[src/rtl/rf_arb_pkg.sv]
// Shared definitions for the register-file write arbiter: default widths and
// the arbitration state type.
package rf_arb_pkg;

  localparam int unsigned DATA_W = 32;
  localparam int unsigned ADDR_W = 5;

  typedef enum logic [0:0] {
    WB_PRI   = 1'b0,
    FORCE_MD = 1'b1
  } arb_state_t;

endpackage

[src/rtl/rf_bypass_mux.sv]
// One read-port bypass: returns the in-flight registered write data when it
// targets the register being read (never for x0), otherwise the file's data.
module rf_bypass_mux #(
  parameter int unsigned DATA_W = 32,
  parameter int unsigned ADDR_W = 5
) (
  input  logic              we,
  input  logic [ADDR_W-1:0] wa,
  input  logic [DATA_W-1:0] wd,
  input  logic [ADDR_W-1:0] ra,
  input  logic [DATA_W-1:0] rd,
  output logic [DATA_W-1:0] q
);

  // Compare the pending write address against the read address and select.
  always_comb begin
    q = rd;
    if (we && (wa == ra) && (ra != '0))
      q = wd;
  end

endmodule

[src/rtl/rf_write_arbiter.sv]
// Arbitrates the register file's single write port between the WB stage
// (port 0, fixed priority) and the MDU (port 1, force-granted after
// STARVE_LIMIT consecutive denied cycles). The write is registered.
// Optional read bypass of the registered write: define RF_WRITE_BYPASS_EN.
module rf_write_arbiter #(
  parameter int unsigned DATA_W       = rf_arb_pkg::DATA_W,
  parameter int unsigned ADDR_W       = rf_arb_pkg::ADDR_W,
  parameter int unsigned STARVE_LIMIT = 4
) (
  input  logic              CLK,
  input  logic              RST_N,
  input  logic              wb_valid,
  input  logic [ADDR_W-1:0] wb_addr,
  input  logic [DATA_W-1:0] wb_data,
  output logic              wb_ready,
  input  logic              md_valid,
  input  logic [ADDR_W-1:0] md_addr,
  input  logic [DATA_W-1:0] md_data,
  output logic              md_ready,
  output logic              RegWrite,
  output logic [ADDR_W-1:0] A3,
  output logic [DATA_W-1:0] WD,
  input  logic [ADDR_W-1:0] rd_a1,
  input  logic [ADDR_W-1:0] rd_a2,
  input  logic [DATA_W-1:0] rf_rd1,
  input  logic [DATA_W-1:0] rf_rd2,
  output logic [DATA_W-1:0] fwd_rd1,
  output logic [DATA_W-1:0] fwd_rd2,
  output logic              starved
);

  import rf_arb_pkg::*;

  localparam int unsigned          CNT_W   = $clog2(STARVE_LIMIT + 1);
  localparam logic [CNT_W-1:0]     LIMIT_C = CNT_W'(STARVE_LIMIT);

  arb_state_t       state;
  logic [CNT_W-1:0] starve_cnt;
  logic [CNT_W-1:0] cnt_inc;
  logic             wb_go;
  logic             md_go;

  // Ready generation from state and valids; both readys held low in reset.
  always_comb begin
    wb_ready = RST_N && (state == WB_PRI);
    md_ready = RST_N && ((state == FORCE_MD) || ((state == WB_PRI) && !wb_valid));
    wb_go    = wb_valid && wb_ready;
    md_go    = md_valid && md_ready;
    cnt_inc  = (starve_cnt >= LIMIT_C) ? LIMIT_C : starve_cnt + 1'b1;
  end

  assign starved = (state == FORCE_MD);

  // Arbitration FSM with saturating MDU starvation counter.
  always_ff @(posedge CLK or negedge RST_N) begin
    if (!RST_N) begin
      state      <= WB_PRI;
      starve_cnt <= '0;
    end else begin
      case (state)
        WB_PRI: begin
          if (md_go) begin
            starve_cnt <= '0;
          end else if (md_valid) begin
            starve_cnt <= cnt_inc;
            if (cnt_inc == LIMIT_C)
              state <= FORCE_MD;
          end
        end
        FORCE_MD: begin
          state      <= WB_PRI;
          starve_cnt <= '0;
        end
        default: begin
          state      <= WB_PRI;
          starve_cnt <= '0;
        end
      endcase
    end
  end

  // Registered write port; x0 completes the handshake but never writes.
  always_ff @(posedge CLK or negedge RST_N) begin
    if (!RST_N) begin
      RegWrite <= 1'b0;
      A3       <= '0;
      WD       <= '0;
    end else if (wb_go) begin
      RegWrite <= (wb_addr != '0);
      A3       <= wb_addr;
      WD       <= wb_data;
    end else if (md_go) begin
      RegWrite <= (md_addr != '0);
      A3       <= md_addr;
      WD       <= md_data;
    end else begin
      RegWrite <= 1'b0;
    end
  end

`ifdef RF_WRITE_BYPASS_EN
  rf_bypass_mux #(.DATA_W(DATA_W), .ADDR_W(ADDR_W)) u_byp1 (
    .we (RegWrite),
    .wa (A3),
    .wd (WD),
    .ra (rd_a1),
    .rd (rf_rd1),
    .q  (fwd_rd1)
  );

  rf_bypass_mux #(.DATA_W(DATA_W), .ADDR_W(ADDR_W)) u_byp2 (
    .we (RegWrite),
    .wa (A3),
    .wd (WD),
    .ra (rd_a2),
    .rd (rf_rd2),
    .q  (fwd_rd2)
  );
`else
  assign fwd_rd1 = rf_rd1;
  assign fwd_rd2 = rf_rd2;

  // Read addresses only feed the bypass compare; kept as ports regardless.
  logic unused_rd_addr;
  assign unused_rd_addr = ^{rd_a1, rd_a2};
`endif

endmodule

[config.mk]
export PLATFORM = sky130hd
export DESIGN_NAME = rf_write_arbiter
export DESIGN_NICKNAME = d
export VERILOG_FILES = /design/src/rtl/rf_arb_pkg.sv /design/src/rtl/rf_bypass_mux.sv /design/src/rtl/rf_write_arbiter.sv
export SDC_FILE = /design/constraint.sdc
export NUM_CORES = 1
export LEC_CHECK = 0
export CAP_MARGIN = 15
export CORE_MARGIN = 10
export CORE_UTILIZATION = 34
export CTS_CLUSTER_SIZE = 8
export DETAILED_ROUTE_END_ITERATION = 8
export PLACE_DENSITY = 0.89
export SETUP_SLACK_MARGIN = 0.3
export SYNTH_ARGS = -nofsm -noshare
export SYNTH_HDL_FRONTEND = slang
export SYNTH_SLANG_ARGS = --single-unit
[constraint.sdc]
create_clock -name CLK -period 2.9 [get_ports CLK]
set_clock_uncertainty 0.15 [all_clocks]
set_input_delay 0.87 -clock CLK [delete_from_list [all_inputs] [get_ports CLK]]
set_output_delay 0.87 -clock CLK [all_outputs]
set_load 0.03 [all_outputs]
# Word level (Yosys, flattened, before mapping)
# Cells that the tools add are included.
[word_totals]
out_inout_bits = 105
ff_bits = 42
input_bits = 152
elab_cells = 34
[classes]
n_addsub = 1
bitwise = 1
reduce_logical = 10
eq_ne = 2
n_lt_le_gt_ge = 1
mux = 14
[ops]
columns = ["operator", "count"]
rows = [
  ["32-bit two-way mux", 2],
  ["5-bit two-way mux", 2],
  ["5-bit nonzero test", 2],
  ["3-bit two-way mux", 3],
  ["3-bit one-hot mux with 2 select lines", 1],
  ["1-bit logical AND", 5],
  ["1-bit two-way mux", 5],
  ["3-bit by 1-bit adder with 3-bit output, second input constant", 1],
  ["3-bit equality test, second input constant", 1],
  ["3-bit greater-or-equal comparator, second input constant", 1],
  ["3-bit inequality test, second input constant", 1],
  ["1-bit one-hot mux with 2 select lines", 1],
  ["2-bit nonzero test", 1],
  ["1-bit logical NOT", 1],
  ["1-bit logical OR", 1],
  ["1-bit NOT", 1],
]

# Logic depth before layout (Yosys ltp)
[logic_depth]
ltp_word = 7
ltp_mapped = 5
ltp_nobuf = 5

# Worst setup path before layout
# OpenSTA, ideal clock, no wires.
[synth_timing]
path_type = "in2out"
from = "input port wb_valid"
to = "output port md_ready"
path_buffers = 1
cell_stages = 3
t_arrival_ns = 1.584
setup_slack_ns = 0.296
required_ns = 1.880
path_cell_list = "nor2b_4 buf_2 nor2_1"
[synth_between]
elab_chain_len = 4
[synth_lines]
columns = ["element", "line_no", "source"]
rows = [
  ["from (decl)", "rf_write_arbiter.sv:12", "input logic wb_valid,"],
  ["1-bit logical NOT", "rf_write_arbiter.sv:46", "md_ready = RST_N && ((state == FORCE_MD) || ((state == WB_PRI) && !wb_valid));"],
  ["1-bit logical AND", "rf_write_arbiter.sv:46", ""],
  ["1-bit logical OR", "rf_write_arbiter.sv:46", ""],
  ["1-bit logical AND", "rf_write_arbiter.sv:46", ""],
  ["to (decl)", "rf_write_arbiter.sv:19", "output logic md_ready,"],
]
# Every way passes these cells.

# Final worst setup path
# Ends and elaborated chain as after synthesis.

==> impl_metrics.yaml <==
worst_setup_path:
  critical_path_buf_inv_count: 2
  r2r_setup_slack_ns: 0.97
  crit_chain: "dlygate4sd2_1, nor2b_4, nor2_2, buf_12"
  startpoint_type: "primary input"
  cp_slowest_stage_delay_ns: 0.25
  critPathCaptureType: "output port"
  timing.rr.start: "starved"
  cp-startpoint: "wb_valid"
  cp.arrival_ns: 1.52
  worst_path_max_delay_cell: "dlygate4sd2_1"
  worstPathRequired_ns: 1.88
  r2r_cells: 4
  crit_type: "in2out"
  timing.rr.end: "WD[7]"
  worstPathMaxFanout: 3
  cp_top_family: "buffers and inverters"
sta:
  layout_worst_path_cycle_share_pct: 87.5
  tightest_slew_ns: 1.06
  fmax_mhz: 394
  whs_ns: 0.359
  hold_viol: 0
  setup_viol: 0
  max_slew_margin_pct: 28.9
  drv_slew: 0
  period_minus_slack_ns: 2.54
  rsz0062_at_grt: "no"
run_status:
  status: "complete, no violations"
cts:
  h-tree-depth: 2
  cts_hold_buffers: 0
  ctsResizeCount: 1
  clock_path_buffers: 2
  root_buffer: "clkbuf_8"
  cts_tree: "yes"
  clock_latency_ns: 0.29
  cts_made_buffers: 5
  clk_pin_slew_ns: 0.08
  clock-sinks: 42
  cts_setup_buffers: 0
layout:
  nets: 507
  post-route-cell-area_mm2: 0.00365
  area_growth_pct: 31.0
  fillers: 725
  drive_above_1_share_pct: 7.06
synthesis:
  ys_warn_count: 0
  synthTopCellsByCount: "buf_4 (64), dfrtp_1 (42), nand2_1 (39)"
  synth_area_mm2: 0.00279
  synth_edf_count: 0
  yosysUniqueCellTypes: 27
  synth.most_common_cell: "buf_4"
  synth_area_leaders: "dfrtp_1 (38%), buf_4 (17%), a22o_1 (12%), nand3b_1 (10%), o21ai_0 (5.6%)"
  syn_inst: 309
  synth_top_cell_area_share_pct: 37.7
  synth_top_area_cell: "dfrtp_1"
  ys_seq_area_share_pct: 37.7
  synthArstFlopShare_pct: 100
  syn_area_per_cell_um2: 9.01
  ys_seq_elements: 42
  synth-main-ff-cell: "dfrtp_1"
  syn_nets: 463
floorplanning:
  initial_utilization_pct: 35.5
  dieArea_mm2: 0.0122
  io-pin-count: 257
  die_h_um: 111
  coreArea_mm2: 0.00785
  row_count: 32
  die_w_um: 111
detailed_routing:
  vias: 2387
  detail_route.wl_per_cell_um: 19.4
  antenna_left: 0
  firstDrtPassIters: 4
  vias_per_cell: 5.22
  routed_wl_um: 8860
  drcViolationCount: 0
  drt_first_iter_violations: 142
global_route:
  track_usage_pct: 13.7
  grt_max_degree: 85
  grt_pass1_vias: 2480
  overflow: 0
  antenna_found_initial: 1
  grt_pass1_wl_um: 14000
place:
  dpl_cell_area_mm2: 0.00355
  gp_congestion: 0.815
  dp_hpwl_um: 6380
  numPortBuffers: 118
power_and_ir_drop:
  power.density_mw_per_mm2: 592
  peakVddDrop_mv: 0.221
  p_leak_nw: 1.50
hold_path:
  hp-start: "WD[10]"
  holdPathEnd: "WD[10]"
  whs_path_depth: 1
  hold_path.class: "reg2reg"
job:
  maxCapViolations: 0
[metrics by stage]
| stage | power, mW | setup WS, ns | setup TNS, ns | utilization [%] | std cells |
|---|---|---|---|---|---|
| 6_report | 2.16 | 0.363 | 0 | 46.5 | 457 |
| 2_1_floorplan | 1.49 | 0.352 | 0 | - | 309 |
| 5_1_grt | 2.29 | 0.330 | 0 | 46.5 | 457 |
| 3_5_place_dp | 1.78 | -0.0371 | -0.938 | 45.3 | 448 |
| 4_1_cts | 2.19 | 0.350 | 0 | 46.5 | 456 |
| 3_3_place_gp | 1.75 | -0.0247 | -0.670 | 45.3 | 448 |
[cell type report]
cell class	instances	area, um2	share of cell area, %
Antenna cell	1	2.50	0.0686
Sequential cell	42	1050	28.8
Clock buffer	6	82.6	2.26
Tap cell	102	128	3.50
Inverter	6	22.5	0.617
Multi-Input combinational cell	172	1100	30.2
Timing Repair Buffer	126	1250	34.2
Clock inverter	2	12.5	0.343
[flip-flops by register name, summed over array words and instances (netlist names)]
signal	count
WD	32
RegWrite	1
starve_cnt	3
A3	5
starved	1
[routing by layer]
metal  vias up  share of wire [%]  track usage (%)
met1      1140                 41             16.4
met4         0                3.8             7.08
met5         -                  0                0
met2       115                 46             20.9
met3        37                9.0             4.86
li1       1095                  -                -
[where the power goes]
group          total [mW]  leakage [nW]  switching, mW  internal [mW]
clock network       0.404        0.0472          0.212          0.192
registers           0.780         0.524         0.0748          0.705
logic               0.975         0.934          0.513          0.462
[placed cells by master, fill, tap and decap left out, types with 2 or more instances in the layout]
cell type	Yosys	final
clkdlybuf4s50_1	0	112
a21oi_1	3	3
nand2_1	39	39
or4_1	2	2
buf_4	64	10
nand2b_1	3	3
ha_1	2	2
clkbuf_8	0	6
inv_1	5	5
a22o_1	37	37
nand3b_1	37	37
dfrtp_1	42	42
buf_12	0	2
nor2_1	3	2
o21ai_1	6	6
o21ai_0	31	31
[worst max path at each step]
stage | endpoint | slack (ns) | cells after the start
final | md_ready | 0.36 | 4
after global routing | md_ready | 0.33 | 4
after CTS | md_ready | 0.35 | 4
after detailed placement | A3[4] | -0.04 | 5
after global placement | WD[15] | -0.02 | 5
after floorplan | wb_ready | 0.35 | 3
[worst register-to-register path: stages, from the launching register on]
cell and delay [ns]:
dfrtp_1 0.41, nor2b_4 0.07, buf_4 0.14, o21ai_4 0.80
a22o_1 0.30
[cell families (layout without fill, tap and decap cells)]
| group | count (synthesis) | after routing | share of synthesized area [%] |
|---|---|---|---|
| buffers and inverters | 95 | 140 | 22.8 |
| other | 0 | 1 | 0 |
| and+or+nand+nor | 87 | 87 | 17.7 |
| adders and majority gates | 2 | 2 | 0.898 |
| DFF | 42 | 42 | 37.7 |
| AOI/OAI and AO/OA | 83 | 83 | 20.8 |
Note: power is estimated with default switching activity, not from simulation.
